==> src/rtl/halftone_frame_sequencer_pkg.sv <==
// Shared constants and types for the halftone frame sequencer.
//   ROWS x COLS frame of PIX_W-bit grey pixels, raster-ordered addresses.
//   PE_TIMEOUT bounds how long a PE request may wait for its ack.
package halftone_frame_sequencer_pkg;

  localparam int ROWS       = 6;
  localparam int COLS       = 8;
  localparam int PIX_W      = 8;
  localparam int PE_TIMEOUT = 16;

  localparam int ADDR_W = 6;
  localparam int ROW_W  = 3;
  localparam int COL_W  = 3;
  localparam int WAIT_W = $clog2(PE_TIMEOUT + 1);

  typedef enum logic [2:0] {
    IDLE  = 3'd0,
    FETCH = 3'd1,
    LOAD  = 3'd2,
    REQ   = 3'd3,
    DONE  = 3'd4
  } state_t;

endpackage

==> src/rtl/halftone_frame_sequencer_pixel_index_counter.sv <==
// Raster index of the pixel currently being processed.
//   clr   : return to pixel (0,0)
//   adv   : step one pixel; col wraps COLS-1 -> 0 and bumps row
//   row/col : current index, last : index is the final pixel of the frame
//   addr  : pixel memory address row*COLS+col
module pixel_index_counter
  import halftone_frame_sequencer_pkg::*;
(
  input  logic              clk,
  input  logic              rst_n,
  input  logic              clr,
  input  logic              adv,
  output logic [ROW_W-1:0]  row,
  output logic [COL_W-1:0]  col,
  output logic              last,
  output logic [ADDR_W-1:0] addr
);

  localparam logic [ROW_W-1:0] ROW_MAX = ROW_W'(ROWS - 1);
  localparam logic [COL_W-1:0] COL_MAX = COL_W'(COLS - 1);

  always_ff @(posedge clk or negedge rst_n) begin
    if (!rst_n) begin
      row <= '0;
      col <= '0;
    end else if (clr) begin
      row <= '0;
      col <= '0;
    end else if (adv) begin
      if (col == COL_MAX) begin
        col <= '0;
        row <= row + 1'b1;
      end else begin
        col <= col + 1'b1;
      end
    end
  end

  assign last = (row == ROW_MAX) && (col == COL_MAX);
  assign addr = ADDR_W'(row) * ADDR_W'(COLS) + ADDR_W'(col);

endmodule

==> src/rtl/halftone_frame_sequencer.sv <==
// Frame controller for the error-diffusion halftone datapath.
// Walks a ROWS x COLS frame in raster order: read pixel (FETCH), latch it
// (LOAD), hand it to the shared PE and wait for ack (REQ), then store the
// returned halftone bit into the HTPV row registers.
//   clock, reset    : clock, async active-low reset
//   start/abort     : begin frame (IDLE only) / drop back to IDLE
//   busy/done/err   : not-idle, one-cycle completion pulse, sticky PE timeout
//   pix_rd/pix_addr/pix_data : pixel memory port, data one cycle after rd
//   pe_req/pe_pixel/pe_row/pe_col/pe_ack/pe_bit : PE handshake
//   HTPV_Row_1..6   : halftone rows, element [c+1] is the bit for column c
module halftone_frame_sequencer
  import halftone_frame_sequencer_pkg::*;
(
  input  logic              clock,
  input  logic              reset,
  input  logic              start,
  input  logic              abort,
  output logic              busy,
  output logic              done,
  output logic              err,
  output logic              pix_rd,
  output logic [ADDR_W-1:0] pix_addr,
  input  logic [PIX_W-1:0]  pix_data,
  output logic              pe_req,
  output logic [PIX_W-1:0]  pe_pixel,
  output logic [ROW_W-1:0]  pe_row,
  output logic [COL_W-1:0]  pe_col,
  input  logic              pe_ack,
  input  logic              pe_bit,
  output logic [1:COLS]     HTPV_Row_1,
  output logic [1:COLS]     HTPV_Row_2,
  output logic [1:COLS]     HTPV_Row_3,
  output logic [1:COLS]     HTPV_Row_4,
  output logic [1:COLS]     HTPV_Row_5,
  output logic [1:COLS]     HTPV_Row_6
);

  state_t state, nxt;

  logic [ROW_W-1:0]  row;
  logic [COL_W-1:0]  col;
  logic              last;
  logic              idx_clr, idx_adv;
  logic [WAIT_W-1:0] wait_cnt;
  logic              accept, take, tmo;
  logic [COL_W-1:0]  col_pos;

  // ht[r] packs row r MSB-first so that element [1] of the output row
  // (column 0) lands on the MSB.
  logic [ROWS-1:0][COLS-1:0] ht;

  pixel_index_counter u_idx (
    .clk   (clock),
    .rst_n (reset),
    .clr   (idx_clr),
    .adv   (idx_adv),
    .row   (row),
    .col   (col),
    .last  (last),
    .addr  (pix_addr)
  );

  // abort outranks both ack and timeout, so both are qualified with it.
  assign accept  = (state == IDLE) && start;
  assign take    = (state == REQ) && pe_ack && !abort;
  assign tmo     = (state == REQ) && !pe_ack && !abort &&
                   (wait_cnt == WAIT_W'(PE_TIMEOUT - 1));
  assign col_pos = COL_W'(COLS - 1) - col;

  always_comb begin
    nxt     = state;
    idx_clr = 1'b0;
    idx_adv = 1'b0;
    case (state)
      IDLE:  if (start) begin
               nxt     = FETCH;
               idx_clr = 1'b1;
             end
      FETCH: nxt = LOAD;
      LOAD:  nxt = REQ;
      REQ:   if (pe_ack) begin
               if (last) nxt = DONE;
               else begin
                 nxt     = FETCH;
                 idx_adv = 1'b1;
               end
             end else if (tmo) begin
               nxt = IDLE;
             end
      DONE:  nxt = IDLE;
      default: nxt = IDLE;
    endcase
    if (abort && state != IDLE) begin
      nxt     = IDLE;
      idx_adv = 1'b0;
    end
  end

  always_ff @(posedge clock or negedge reset) begin
    if (!reset) state <= IDLE;
    else        state <= nxt;
  end

  // Zero outside REQ, so it is already clear on the first REQ cycle.
  always_ff @(posedge clock or negedge reset) begin
    if (!reset)                     wait_cnt <= '0;
    else if (state != REQ)          wait_cnt <= '0;
    else if (!pe_ack)               wait_cnt <= wait_cnt + 1'b1;
  end

  always_ff @(posedge clock or negedge reset) begin
    if (!reset)      err <= 1'b0;
    else if (accept) err <= 1'b0;
    else if (tmo)    err <= 1'b1;
  end

  always_ff @(posedge clock or negedge reset) begin
    if (!reset) begin
      pe_pixel <= '0;
      pe_row   <= '0;
      pe_col   <= '0;
    end else if (state == LOAD) begin
      pe_pixel <= pix_data;
      pe_row   <= row;
      pe_col   <= col;
    end
  end

  always_ff @(posedge clock or negedge reset) begin
    if (!reset)      ht <= '0;
    else if (accept) ht <= '0;
    else if (take)   ht[row][col_pos] <= pe_bit;
  end

  assign busy   = (state != IDLE);
  assign done   = (state == DONE);
  assign pix_rd = (state == FETCH);
  assign pe_req = (state == REQ);

  assign HTPV_Row_1 = ht[0];
  assign HTPV_Row_2 = ht[1];
  assign HTPV_Row_3 = ht[2];
  assign HTPV_Row_4 = ht[3];
  assign HTPV_Row_5 = ht[4];
  assign HTPV_Row_6 = ht[5];

endmodule

==> config.mk <==
export PLATFORM = sky130hd
export DESIGN_NAME = halftone_frame_sequencer
export DESIGN_NICKNAME = d
export VERILOG_FILES = /design/src/rtl/halftone_frame_sequencer_pkg.sv /design/src/rtl/halftone_frame_sequencer_pixel_index_counter.sv /design/src/rtl/halftone_frame_sequencer.sv
export SDC_FILE = /design/constraint.sdc
export NUM_CORES = 1
export LEC_CHECK = 0
export BUFFER_PORTS_ARGS = -buffer_cell sky130_fd_sc_hd__buf_2
export CORE_AREA = 5 5 98 100
export DETAILED_ROUTE_END_ITERATION = 10
export DIE_AREA = 0 0 103 105
export PLACE_DENSITY = 0.65
export SYNTH_ARGS = -nofsm -noshare
export SYNTH_HDL_FRONTEND = slang
export SYNTH_SLANG_ARGS = --single-unit
==> constraint.sdc <==
create_clock -name clock -period 2.6 [get_ports clock]
set_input_delay 0.13 -clock clock [delete_from_list [all_inputs] [get_ports clock]]
set_output_delay 0.13 -clock clock [all_outputs]
set_load 0.02 [all_outputs]
Word level (Yosys, flattened, before mapping). Cells that the tools add are included.

Logic and storage cells: 83. Input port bits: 14. Output and inout port bits: 73. Flip-flop bits (word level): 77.

$add $sub $neg: 5. Reductions and logical operators: 20. Order comparisons: 4. Eq/ne operators: 11. Muxes and demuxes: 29.

Operators by type and width (count): 48-bit two-way mux (2); 48-bit bitwise mux (1); 3-bit two-way mux (11); 8-bit demux with 3-bit select (1); 3-bit case mux with 4 select lines (1); 1-bit logical AND (10); 5-bit two-way mux (2); 3-bit == test, second input constant (3); 1-bit two-way mux (9); 3-bit by 4-bit < comparator with 1-bit output, second input constant (2); 8-bit two-way mux (1); 2-bit nonzero test (4); 3-bit by 1-bit adder with 3-bit output, second input constant (2); 6-bit by 3-bit adder with 6-bit output (1); 3-bit by 2-bit == test with 1-bit output, second input constant (2); 3-bit by 1-bit greater-or-equal comparator with 1-bit output, second input constant (2); 3-bit by 2-bit != test with 1-bit output, second input constant (2); 5-bit by 1-bit adder with 5-bit output, second input constant (1); 5-bit by 4-bit == test with 1-bit output, second input constant (1); 4-bit by 1-bit != test with 1-bit output, second input constant (1); 2-bit AND reduction (2); 1-bit demux with 3-bit select (1); 3-bit by 1-bit == test with 1-bit output, second input constant (1); 3-bit logical NOT (1); 4 further kinds (5).

Longest topological paths before layout.
Depth after elaboration: 10. Mapped depth: 6. Depth with buffers taken out: 6.

By module. From an unflattened synthesis, not the netlist that was laid out.

Cells, all modules: 352. Area, all modules: 3854.9 um^2.

Modules (own cells, without submodules): halftone_frame_sequencer (instances 1, area each 3460.8 um^2, sequential area each 1776.7 um^2, cells an instance 315); pixel_index_counter (instances 1, area each 394.1 um^2, sequential area each 150.1 um^2, cells an instance 37).

Worst setup path before layout. No wires, ideal clock.

Kind: register to register. From: register u_idx.row[1]. To: register u_idx.row[0]. Arrival time: 1.653 ns. Data required time: 2.523 ns. Slack: 0.869 ns. Buffers on the path: 1. Setup time: 0.077 ns. Stages on the path, launching flop included: 7. Clock period less this slack: 1.731 ns. Cell sequence: dfrtp_1 -> buf_2 -> inv_1 -> ha_1 -> a21bo_2 -> or4_1 -> a21oi_1.

Cells in the longest elaborated chain, start to end: 8.

Ends and longest elaborated chain: start: declaration (line halftone_frame_sequencer_pixel_index_counter.sv:13) `output logic [ROW_W-1:0] row,`; start signal: assignment (line halftone_frame_sequencer_pixel_index_counter.sv:32) `row <= row + 1'b1;`; 3-bit == test (line halftone_frame_sequencer_pixel_index_counter.sv:39) `assign last = (row == ROW_MAX) && (col == COL_MAX);`; 1-bit logical AND (line halftone_frame_sequencer_pixel_index_counter.sv:39); 1-bit two-way mux (line halftone_frame_sequencer.sv:82) `if (last) nxt = DONE;`; 1-bit two-way mux (line halftone_frame_sequencer.sv:81) `REQ: if (pe_ack) begin`; 1-bit two-way mux (line halftone_frame_sequencer.sv:74) `case (state)`; 1-bit two-way mux (line halftone_frame_sequencer.sv:93) `if (abort && state != IDLE) begin`; 2-bit nonzero test (no line); 2-bit AND reduction (no line).

Every way passes these cells. A chain may end at the register's enable or synchronous reset.

Worst setup path after layout.
From: register state[0]. To: register u_idx.row[0].

Cells in the longest elaborated chain, start to end: 5. Elaborated cells on any way between the ends: 11. Classes of those cells: eq/ne (1); mux (4); reduce/logical (6).

Ends and longest elaborated chain: start: declaration (line halftone_frame_sequencer.sv:38) `state_t state, nxt;`; start signal: assignment (line halftone_frame_sequencer.sv:101) `else state <= nxt;`; 3-bit by 2-bit == test with 1-bit output or 3-bit nonzero test (tied branches) (line halftone_frame_sequencer.sv:74, halftone_frame_sequencer.sv:93); 1-bit two-way mux or 1-bit logical AND (tied branches) (line halftone_frame_sequencer.sv:74, halftone_frame_sequencer.sv:93); 1-bit two-way mux (line halftone_frame_sequencer.sv:93); 2-bit nonzero test (no line); 2-bit AND reduction (no line).

Parallel ways exist; a longest one is shown, timed or not.

==> impl_metrics.yaml <==
synth:
  syn_area_um2: 3800
  synth_cells: 346
  synth.most_common_cell: "dfrtp_1"
  synth.avg_cell_area_um2: 11.0
  synth.distinct_cells: 41
  syn-num-nets: 366
  synth_warnings: 0
  synth_edf_count: 0
  ys_seq_elements: 77
  ys_top_cells_by_count: "77 x dfrtp_1, 51 x mux2i_1, 50 x nand2_1"
  synth_seq_area_share: 0.507
  synth_top_area_share: 0.507
  ys.flop_type: "dfrtp_1"
  synth_top_area_cell: "dfrtp_1"
  synthArstFlopShare: 1.00
  synthTopCellsByArea: "dfrtp_1 51%, mux2i_1 13%, nand3_1 5.7%"
clock_tree:
  cts_resized: 0
  htreeDepth: 3
  clk_pin_slew_worst_paths_ps: 70
  clkLatencyLatePin_ps: 350
  cts_tree: "done"
  cts_sinks: 77
  postCtsSetupBuffers: 0
  cts_buffer_depth: 2
  root_buffer: "clkbuf_8"
  cts_hold_buf: 1
  cts_buffers: 9
die:
  die_w_um: 103
  fp.coreArea_um2: 8590
  initial_core_util: 0.443
  die_y_um: 105
  dieArea_um2: 10800
  rows: 34
  ios: 87
power:
  pwr-share-clk: 0.302
  p_per_area_nw_per_um2: 686
  leakage_nw: 2.42
  combPwrFrac: 0.241
  p_seq_frac: 0.456
  intPower_mw: 2.06
  vdd_drop_max_mv: 0.351
  swShare: 0.327
  report.power.total_mw: 3.07
  power.switching_mw: 1.00
timing:
  hold_ws_ps: 24.2
  relSlewSlack: 0.348
  slew_viol_final: 0
  fin_tns_setup_ps: 0
  fmax_mhz: 511
  rsz0062_at_grt: "false"
  tightest_slew_ps: 978
  finalSetupViolations: 0
  fin_worst_skew_ps: 8.67
  period_needed_ps: 1960
  period_share: 0.753
  hold_viol: 0
drt:
  wire_per_inst_um: 17.0
  wirelength_um: 9010
  avgViaCountPerCell: 5.35
  drtPass1Iterations: 4
  antenna_left: 0
  first_iter_violations: 132
  vias: 2843
  drc: 0
critical_path:
  path_class: "flop to flop"
  max_stage_delay_ps: 640
  cp_top_family: "simple AND/OR/NAND/NOR gates"
  timing.critical_path.cells: "nand4b_1 -> or4_1 -> a21oi_1"
  critPathLaunchType: "flop"
  path_buf_inv: 0
  cpMaxStageDelayCell: "or4_1"
  required_ps: 2870
  worstPathArrival_ps: 2230
  worstPathMaxFanout: 14
  worst_setup_path_end_kind: "flop"
grt:
  grt_pass1_vias: 2819
  grt.total_usage: 0.169
  grt_antenna_before_repair: 1
  grt_max_degree: 78
  grt_pass1_wl_um: 14400
  gr-total-overflow: 0
min_path:
  hold_class: "primary input to flop"
finish:
  area_delta_synth_final_pct: 17.5
  utilization: 0.520
  layout-drive-gt1-share: 0.319
  n_antenna_cell: 0
  fin_nets: 438
  nFillCells: 808
run:
  drv_cap: 0
status:
  outcome: "finished clean"
placement:
  routabilityCongestion: 0.764
  place_hpwl_um: 5960
  io_buffers: 86
layout by cell type, fill, tap and decap left out, drive strengths merged, types with 2 or more instances in the layout:
master  instances
a21oi           2
a31o            2
and3b           2
and4bb          3
buf            92
clkbuf         13
clkinv          2
dfrtp          77
ha              6
inv             5
mux2           14
mux2i          51
nand2          51
nand3          43
nand3b          3
nand4b          3
nor2            8
nor3            4
nor3b          11
nor4            3
nor4b           5
o31ai           4
or3             2
xnor2           2
xor2            2
kinds of logic after synthesis:
| logic type | count (synthesis) | share of synthesized area |
|---|---|---|
| simple gates | 143 | 0.212 |
| flops | 77 | 0.507 |
| mux | 65 | 0.176 |
| buf+inv | 37 | 0.0500 |
| compound gates | 14 | 0.0270 |
| fa+ha+maj | 6 | 0.0197 |
| xor+xnor | 4 | 0.00921 |
state kept, by name, indices dropped and copies added (netlist names):
signal	count
wait_cnt	5
pe_row	3
HTPV_Row_5	8
pe_pixel	8
u_idx.row	3
HTPV_Row_6	8
HTPV_Row_4	8
HTPV_Row_2	8
err	1
state	3
u_idx.col	3
pe_col	3
HTPV_Row_1	8
HTPV_Row_3	8
layer usage:
layer	GRT usage	part of all wire	vias up
met4	0.0389	0.0092	2
met1	0.226	0.45	1400
met3	0.0560	0.071	11
li1	-	-	1353
met2	0.267	0.47	77
met5	0	0.0012	-
final cells by class:
| cell class | count | area (um2) | area share |
|---|---|---|---|
| sequential | 77 | 1930 | 0.431 |
| multi-input combinational | 232 | 1690 | 0.377 |
| timing repair buffer | 93 | 500 | 0.112 |
| clock buffer | 13 | 159 | 0.0355 |
| tap | 108 | 135 | 0.0302 |
| clock inverter | 3 | 43.8 | 0.00980 |
| inverter | 5 | 18.8 | 0.00420 |
power by group through the flow:
stage | logic, mW | registers [mW] | clock network (mW)
floorplan | 0.486 | 1.48 | 0
global placement | 0.745 | 1.41 | 0
detailed placement | 0.750 | 1.42 | 0
CTS | 0.752 | 1.40 | 0.948
global route | 0.804 | 1.41 | 0.998
finish | 0.741 | 1.40 | 0.927
worst register-to-register path, delay by kind of cell, from the launching register on:
family | cells | cell delay, ps
and+or+nand+nor | 2 | 1190
DFF | 1 | 550
AOI/OAI and AO/OA | 1 | 150
stage by stage:
step	worst slack, ps	cells	area, um2
2_1_floorplan	869	346	3800
3_3_place_gp	684	514	4260
3_5_place_dp	659	514	4260
4_1_cts	632	531	4470
5_1_grt	432	531	4470
6_report	643	531	4470
path summary, 6_finish.rpt:
path / start / end / slack, ps / cells past startpoint
setup / recovery: state[0]$_DFFE_PN0P_ / u_idx.row[0]$_DFFE_PN0P_ / 640 / 3
hold / removal: pix_data[4] / pe_pixel[4]$_DFFE_PN0P_ / 20 / 2
setup reg to reg: state[0]$_DFFE_PN0P_ / u_idx.row[0]$_DFFE_PN0P_ / 640 / 3
hold reg to reg: err$_DFFE_PN0P_ / err$_DFFE_PN0P_ / 500 / 2
max in group asynchronous: reset / u_idx.col[1]$_DFFE_PN0P_ / 1470 / 2
min in group asynchronous: reset / wait_cnt[2]$_DFFE_PN0P_ / 470 / 2
Power figures use the tool's default switching activity.
